`src/rtl/pen_locator.sv`:
```
// Light-pen receiver for the 8x8 LED matrix. Aligns the synchronised pen level
// with the delayed scan address, then debounces pen positions over whole frames.
module pen_locator #(
  parameter int LAT     = 2,
  parameter int CONFIRM = 2,
  parameter int LOST    = 4
) (
  input  logic       clk,
  input  logic       rst_n,
  input  logic       en,
  input  logic       pen_raw,
  input  logic [7:0] led_row,
  input  logic [7:0] led_col,
  output logic       hit_valid,
  output logic [2:0] hit_row,
  output logic [2:0] hit_col,
  output logic       pen_present,
  output logic [0:0] dbg_state
);

  // Two synchroniser stages plus LAT pen-path clocks.
  localparam int DLY = LAT + 2;

  localparam logic [0:0] SEEK = 1'b0;
  localparam logic [0:0] LOCK = 1'b1;

  localparam logic [2:0] CONFIRM_C = 3'(CONFIRM);
  localparam logic [3:0] LOST_C    = 4'(LOST);

  function automatic logic [2:0] enc8(input logic [7:0] v);
    logic [2:0] idx;
    idx = 3'd0;
    for (int i = 0; i < 8; i++) begin
      if (v[i]) idx = 3'(i);
    end
    return idx;
  endfunction

  function automatic logic onehot8(input logic [7:0] v);
    return (v != 8'd0) && ((v & (v - 8'd1)) == 8'd0);
  endfunction

  logic             r_pen_s1;
  logic             r_pen_s2;
  logic [DLY*6-1:0] r_dly_addr;
  logic [DLY-1:0]   r_dly_vld;
  logic [5:0]       r_prev_addr;
  logic [0:0]       r_state;
  logic [2:0]       r_cnt;
  logic [3:0]       r_miss;
  logic [5:0]       r_cand;
  logic             r_frame_hit;
  logic [5:0]       r_frame_addr;
  logic             r_hit_valid;
  logic [5:0]       r_hit_addr;
  logic             r_pen_present;

  logic [5:0] w_scan_addr;
  logic       w_scan_vld;
  logic [5:0] w_a_addr;
  logic       w_a_vld;
  logic       w_frame_end;
  logic       w_pen_hit;
  logic [2:0] w_cnt_next;
  logic [3:0] w_miss_next;

  assign w_scan_addr = {enc8(led_row), enc8(led_col)};
  assign w_scan_vld  = onehot8(led_row) && onehot8(led_col);

  assign w_a_addr = r_dly_addr[DLY*6-1 -: 6];
  assign w_a_vld  = r_dly_vld[DLY-1];

  // Non-one-hot cycles neither hit nor advance the frame.
  assign w_frame_end = w_a_vld && (w_a_addr == 6'd0) && (r_prev_addr != 6'd0);
  assign w_pen_hit   = w_a_vld && r_pen_s2;

  assign w_cnt_next  = (r_frame_addr == r_cand) ?
                       ((r_cnt == 3'd7) ? 3'd7 : r_cnt + 3'd1) : 3'd1;
  assign w_miss_next = r_miss + 4'd1;

  always_ff @(posedge clk or negedge rst_n) begin
    if (!rst_n) begin
      r_pen_s1    <= 1'b0;
      r_pen_s2    <= 1'b0;
      r_dly_addr  <= '0;
      r_dly_vld   <= '0;
      r_prev_addr <= 6'd0;
    end else begin
      r_pen_s1   <= pen_raw;
      r_pen_s2   <= r_pen_s1;
      r_dly_addr <= {r_dly_addr[(DLY-1)*6-1:0], w_scan_addr};
      r_dly_vld  <= {r_dly_vld[DLY-2:0], w_scan_vld};
      if (w_a_vld) r_prev_addr <= w_a_addr;
    end
  end

  always_ff @(posedge clk or negedge rst_n) begin
    if (!rst_n) begin
      r_state       <= SEEK;
      r_cnt         <= 3'd0;
      r_miss        <= 4'd0;
      r_cand        <= 6'd0;
      r_frame_hit   <= 1'b0;
      r_frame_addr  <= 6'd0;
      r_hit_valid   <= 1'b0;
      r_hit_addr    <= 6'd0;
      r_pen_present <= 1'b0;
    end else if (!en) begin
      r_state       <= SEEK;
      r_cnt         <= 3'd0;
      r_miss        <= 4'd0;
      r_frame_hit   <= 1'b0;
      r_hit_valid   <= 1'b0;
      r_pen_present <= 1'b0;
    end else begin
      r_hit_valid <= 1'b0;
      if (w_frame_end) begin
        // A hit in the frame-end cycle is the first pixel of the new frame.
        r_frame_hit <= w_pen_hit;
        if (w_pen_hit) r_frame_addr <= w_a_addr;
        case (r_state)
          SEEK: begin
            if (r_frame_hit) begin
              r_cand <= r_frame_addr;
              r_cnt  <= w_cnt_next;
              if (w_cnt_next >= CONFIRM_C) begin
                r_state       <= LOCK;
                r_hit_valid   <= 1'b1;
                r_hit_addr    <= r_frame_addr;
                r_pen_present <= 1'b1;
                r_miss        <= 4'd0;
              end
            end else begin
              r_cnt <= 3'd0;
            end
          end
          default: begin
            if (r_frame_hit) begin
              r_hit_valid <= 1'b1;
              r_hit_addr  <= r_frame_addr;
              r_miss      <= 4'd0;
            end else if (w_miss_next >= LOST_C) begin
              r_state       <= SEEK;
              r_pen_present <= 1'b0;
              r_cnt         <= 3'd0;
              r_miss        <= 4'd0;
            end else begin
              r_miss <= w_miss_next;
            end
          end
        endcase
      end else if (w_pen_hit && !r_frame_hit) begin
        r_frame_hit  <= 1'b1;
        r_frame_addr <= w_a_addr;
      end
    end
  end

  assign hit_valid   = r_hit_valid;
  assign hit_row     = r_hit_addr[5:3];
  assign hit_col     = r_hit_addr[2:0];
  assign pen_present = r_pen_present;
  assign dbg_state   = r_state;

endmodule

```
`config.mk`:
```
export PLATFORM = sky130hd
export DESIGN_NAME = pen_locator
export DESIGN_NICKNAME = d
export VERILOG_FILES = /design/src/rtl/pen_locator.sv
export SDC_FILE = /design/constraint.sdc
export NUM_CORES = 1
export LEC_CHECK = 0
export ABC_AREA = 1
export ABC_CLOCK_PERIOD_IN_PS = 1600
export BUFFER_PORTS_ARGS = -buffer_cell sky130_fd_sc_hd__buf_2
export CAP_MARGIN = 5
export CORE_ASPECT_RATIO = 0.7
export CORE_MARGIN = 2
export CORE_UTILIZATION = 35
export CTS_CLUSTER_SIZE = 10
export DETAILED_ROUTE_END_ITERATION = 16
export PLACE_DENSITY = 0.54
export SLEW_MARGIN = 20
export SYNTH_ARGS = -nofsm -noshare
export SYNTH_HDL_FRONTEND = slang
export SYNTH_SLANG_ARGS = --single-unit
export TNS_END_PERCENT = 100
```
`constraint.sdc`:
```
create_clock -name clk -period 1.6 [get_ports clk]
set_input_delay 0.08 -clock clk [delete_from_list [all_inputs] [get_ports clk]]
set_output_delay 0.08 -clock clk [all_outputs]
set_load 0.05 [all_outputs]
```
==> flow_metrics.env <==
export IMPL_slew_violations=0
export IMPL_gp_congestion=0.760
export IMPL_fin_skew_ns=0.00600
export IMPL_port_buffers=28
export IMPL_synth_top_family_by_area="simple AND/OR/NAND/NOR gates"
export IMPL_yosys_top_cells_area="dfrtp_1 (60%), nand2_1 (9.7%), inv_1 (5.4%), o21ai_0 (3.9%), o21ai_2 (3.2%)"
export IMPL_clk_latency_ns=0.34
export IMPL_p_int_uw=2650
export IMPL_critPathLaunchType="flop"
export IMPL_initial_core_util_pct=36.7
export IMPL_cap_violations=0
export IMPL_mappedNetlistArea_mm2=0.00271
export IMPL_syn_area_per_cell_um2=9.61
export IMPL_synth_seq_area_share_pct=60.0
export IMPL_cts_num_sinks=65
export IMPL_antenna_found_initial=0
export IMPL_yosysTopAreaCellShare_pct=60.0
export IMPL_setup_viol=0
export IMPL_instances_no_fill=446
export IMPL_antenna_cells=0
export IMPL_design_die_area_mm2=0.00847
export IMPL_die_w_um=109
export IMPL_critPathMaxFanout=5
export IMPL_clkTransAtPathRegs_ns=0.07
export IMPL_rsz0062_at_grt="true"
export IMPL_p_per_area_mw_per_mm2=958
export IMPL_synthAdderAreaFrac_pct=0.924
export IMPL_status="finished clean"
export IMPL_synthMuxAreaShare_pct=0.416
export IMPL_slew_headroom_pct=77.6
export IMPL_track_usage_pct=12.9
export IMPL_post_dp_hpwl_um=3200
export IMPL_root_buffer="clkbuf_8"
export IMPL_ir_drop_v=0.000361
export IMPL_synth_top_cell_by_area="dfrtp_1"
export IMPL_fmax_ghz=0.656
export IMPL_arrival_ns=1.75
export IMPL_via_count=2009
export IMPL_slowest_stage="dfrtp_1"
export IMPL_fin_nets=366
export IMPL_worst_ep_required_time_ns=1.83
export IMPL_grt_pass1_wl_um=8420
export IMPL_grt_max_degree=66
export IMPL_cts_inserted_buffers=9
export IMPL_drive_gt1_share_pct=28.2
export IMPL_drc=0
export IMPL_syn_nets=304
export IMPL_coreArea_mm2=0.00738
export IMPL_synth_compound_area_share_pct=10.7
export IMPL_swShare_pct=21.2
export IMPL_cts_htree_levels=3
export IMPL_period_share_pct=95.3
export IMPL_crit_type="flop to flop"
export IMPL_p_seq_share_pct=50.3
export IMPL_slowest_delay_ns=0.38
export IMPL_row_count=26
export IMPL_synth_simple_area_share_pct=20.7
export IMPL_grt_pass1_vias=2017
export IMPL_cts_buffer_depth=2
export IMPL_io_pins=29
export IMPL_dp_cells=417
export IMPL_area_delta_synth_final_pct=29.5
export IMPL_path_cells="ha_1 -> or2_4 -> o21ai_4 -> nand2_2 -> nand2_4 -> clkbuf_16 -> o21ai_4"
export IMPL_ys_types=31
export IMPL_synth_edff_count=0
export IMPL_synth_seq_cells=65
export IMPL_critPathCaptureType="flop"
export IMPL_grt_remaining_overflow=0
export IMPL_wire_per_inst_um=10.4
export IMPL_power_leakage_uw=0.00171
export IMPL_initialDrtViolationCount=93
export IMPL_ys_flop_type="dfrtp_1"
export IMPL_cts_tree="yes"
export IMPL_routed_wl_um=4660
export IMPL_synth_common_cells="nand2_1 (70), dfrtp_1 (65), inv_1 (39)"
export IMPL_netlist_instances=282
export IMPL_path_common_cell="o21ai_4"
export IMPL_period_minus_slack_ns=1.52
export IMPL_vias_per_cell=4.50
export IMPL_max_slew_worst_pin_slew_ns=0.333
export IMPL_async_reset_ff_share_pct=100
export IMPL_synth_most_common_cell="nand2_1"
export IMPL_p_sw_uw=712
export IMPL_clkPwrFrac_pct=45.0
export IMPL_hold_violations=0
export IMPL_die_h_um=77.6
export IMPL_combPwrFrac_pct=4.8
export IMPL_ant_nets=0
export IMPL_yosys_warnings=0
export IMPL_whs_ns=0.0290
export IMPL_synth_xor_area_share_pct=0.647
export IMPL_hp_class="input pin to flop"
export IMPL_drt_pass1_iterations=4
[power groups by stage]
stage                     registers [uW]  clock network [uW]  logic [uW]
after floorplan                     1720                   0        60.3
after global placement              1720                   0         146
after detailed placement            1720                   0         147
after CTS                           1690                1570         162
after global routing                1690                1640         187
final                               1690                1510         160
[area by class of cell]
| cell class | count | area [um2] |
|---|---|---|
| tap | 98 | 123 |
| sequential | 65 | 1630 |
| clock inverter | 5 | 80.1 |
| clock buffer | 10 | 138 |
| fill | 681 | 3880 |
| multi-input combinational | 174 | 980 |
| timing repair buffer | 54 | 410 |
| inverter | 40 | 150 |
[timing repair]
item	in CTS	in global routing
setup endpoints to repair	6	14
gates cloned	0	1
resized for setup	1	19
endpoints found under the hold margin	71	0
buffers inserted	1	4
pin swaps	1	9
hold buffers	8	0
[cell usage in the layout (no fill, tap or decap), types with 2 or more instances in the layout]
| master | count |
|---|---|
| dlygate4sd3_1 | 8 |
| clkbuf_8 | 10 |
| inv_1 | 38 |
| dfrtp_1 | 65 |
| nand2_1 | 61 |
| buf_12 | 3 |
| nand4_1 | 4 |
| o21ai_1 | 5 |
| xnor2_1 | 2 |
| nand2_2 | 9 |
| o21ai_2 | 7 |
| buf_4 | 14 |
| o21ai_4 | 3 |
| buf_2 | 28 |
| nor2_1 | 16 |
| nor2_4 | 3 |
| nand3_1 | 15 |
| o21ai_0 | 21 |
| a21oi_1 | 2 |
| inv_2 | 2 |
| clkinvlp_4 | 2 |
| nand2_4 | 3 |
| bufinv_16 | 2 |
| o211ai_1 | 3 |
| or2_2 | 2 |
| nor3_1 | 4 |
[stage by stage]
stage / total power [uW] / utilization, % / setup TNS [ns] / setup WS, ns / cell area (um2)
6_report: 3360 / 47.5 / 0 / 0.0760 / 3510
5_1_grt: 3510 / 47.5 / -0.218 / -0.0373 / 3510
4_1_cts: 3420 / 45.8 / 0 / 0.0198 / 3380
3_5_place_dp: 1870 / 41.6 / -0.170 / -0.0399 / 3070
3_3_place_gp: 1860 / 41.6 / 0 / 0.0528 / 3070
2_1_floorplan: 1780 / - / 0 / 0.0830 / 2710
[flip-flops by register name, indices dropped and copies added (netlist names), 3 cells and up]
signal,cells
r_prev_addr,6
r_miss,4
r_dly_addr,24
r_cnt,3
r_frame_addr,6
r_cand,6
r_hit_addr,6
r_dly_vld,4
[worst max-delay path, delay by kind of cell, from the launching register on]
kind,cells,cell delay (ns)
and+or+nand+nor,3,0.43
DFF,1,0.38
adders and majority gates,1,0.22
AOI/OAI and AO/OA,2,0.22
buffers and inverters,1,0.15
[routing by layer]
| layer | vias to the layer above | track usage [%] | share of wire, % |
|---|---|---|---|
| met5 | - | 0 | 0 |
| met4 | 0 | 5.90 | 1.0 |
| met3 | 4 | 5.13 | 5.2 |
| met2 | 51 | 19.9 | 46 |
| met1 | 928 | 15.7 | 48 |
| li1 | 1026 | - | - |
[kinds of logic after synthesis]
group / Yosys count
flops: 65
mux: 1
buf+inv: 43
fa+ha+maj: 2
compound gates: 46
simple gates: 123
xor+xnor: 2
[worst paths after layout]
check	startpoint	to	slack, ns	depth (start not counted)
setup / recovery	r_cnt[0]$_DFFE_PN0P_	r_hit_addr[5]$_DFFE_PN0P_	0.08	7
hold / removal	led_row[5]	r_dly_addr[5]$_DFF_PN0_	0.03	3
setup reg to reg	r_cnt[0]$_DFFE_PN0P_	r_hit_addr[5]$_DFFE_PN0P_	0.08	7
hold reg to reg	r_dly_addr[1]$_DFF_PN0_	r_dly_addr[7]$_DFF_PN0_	0.35	0
max in group asynchronous	rst_n	r_dly_addr[3]$_DFF_PN0_	1.05	3
min in group asynchronous	rst_n	r_hit_addr[0]$_DFFE_PN0P_	0.28	3
Power figures use the tool's default switching activity.
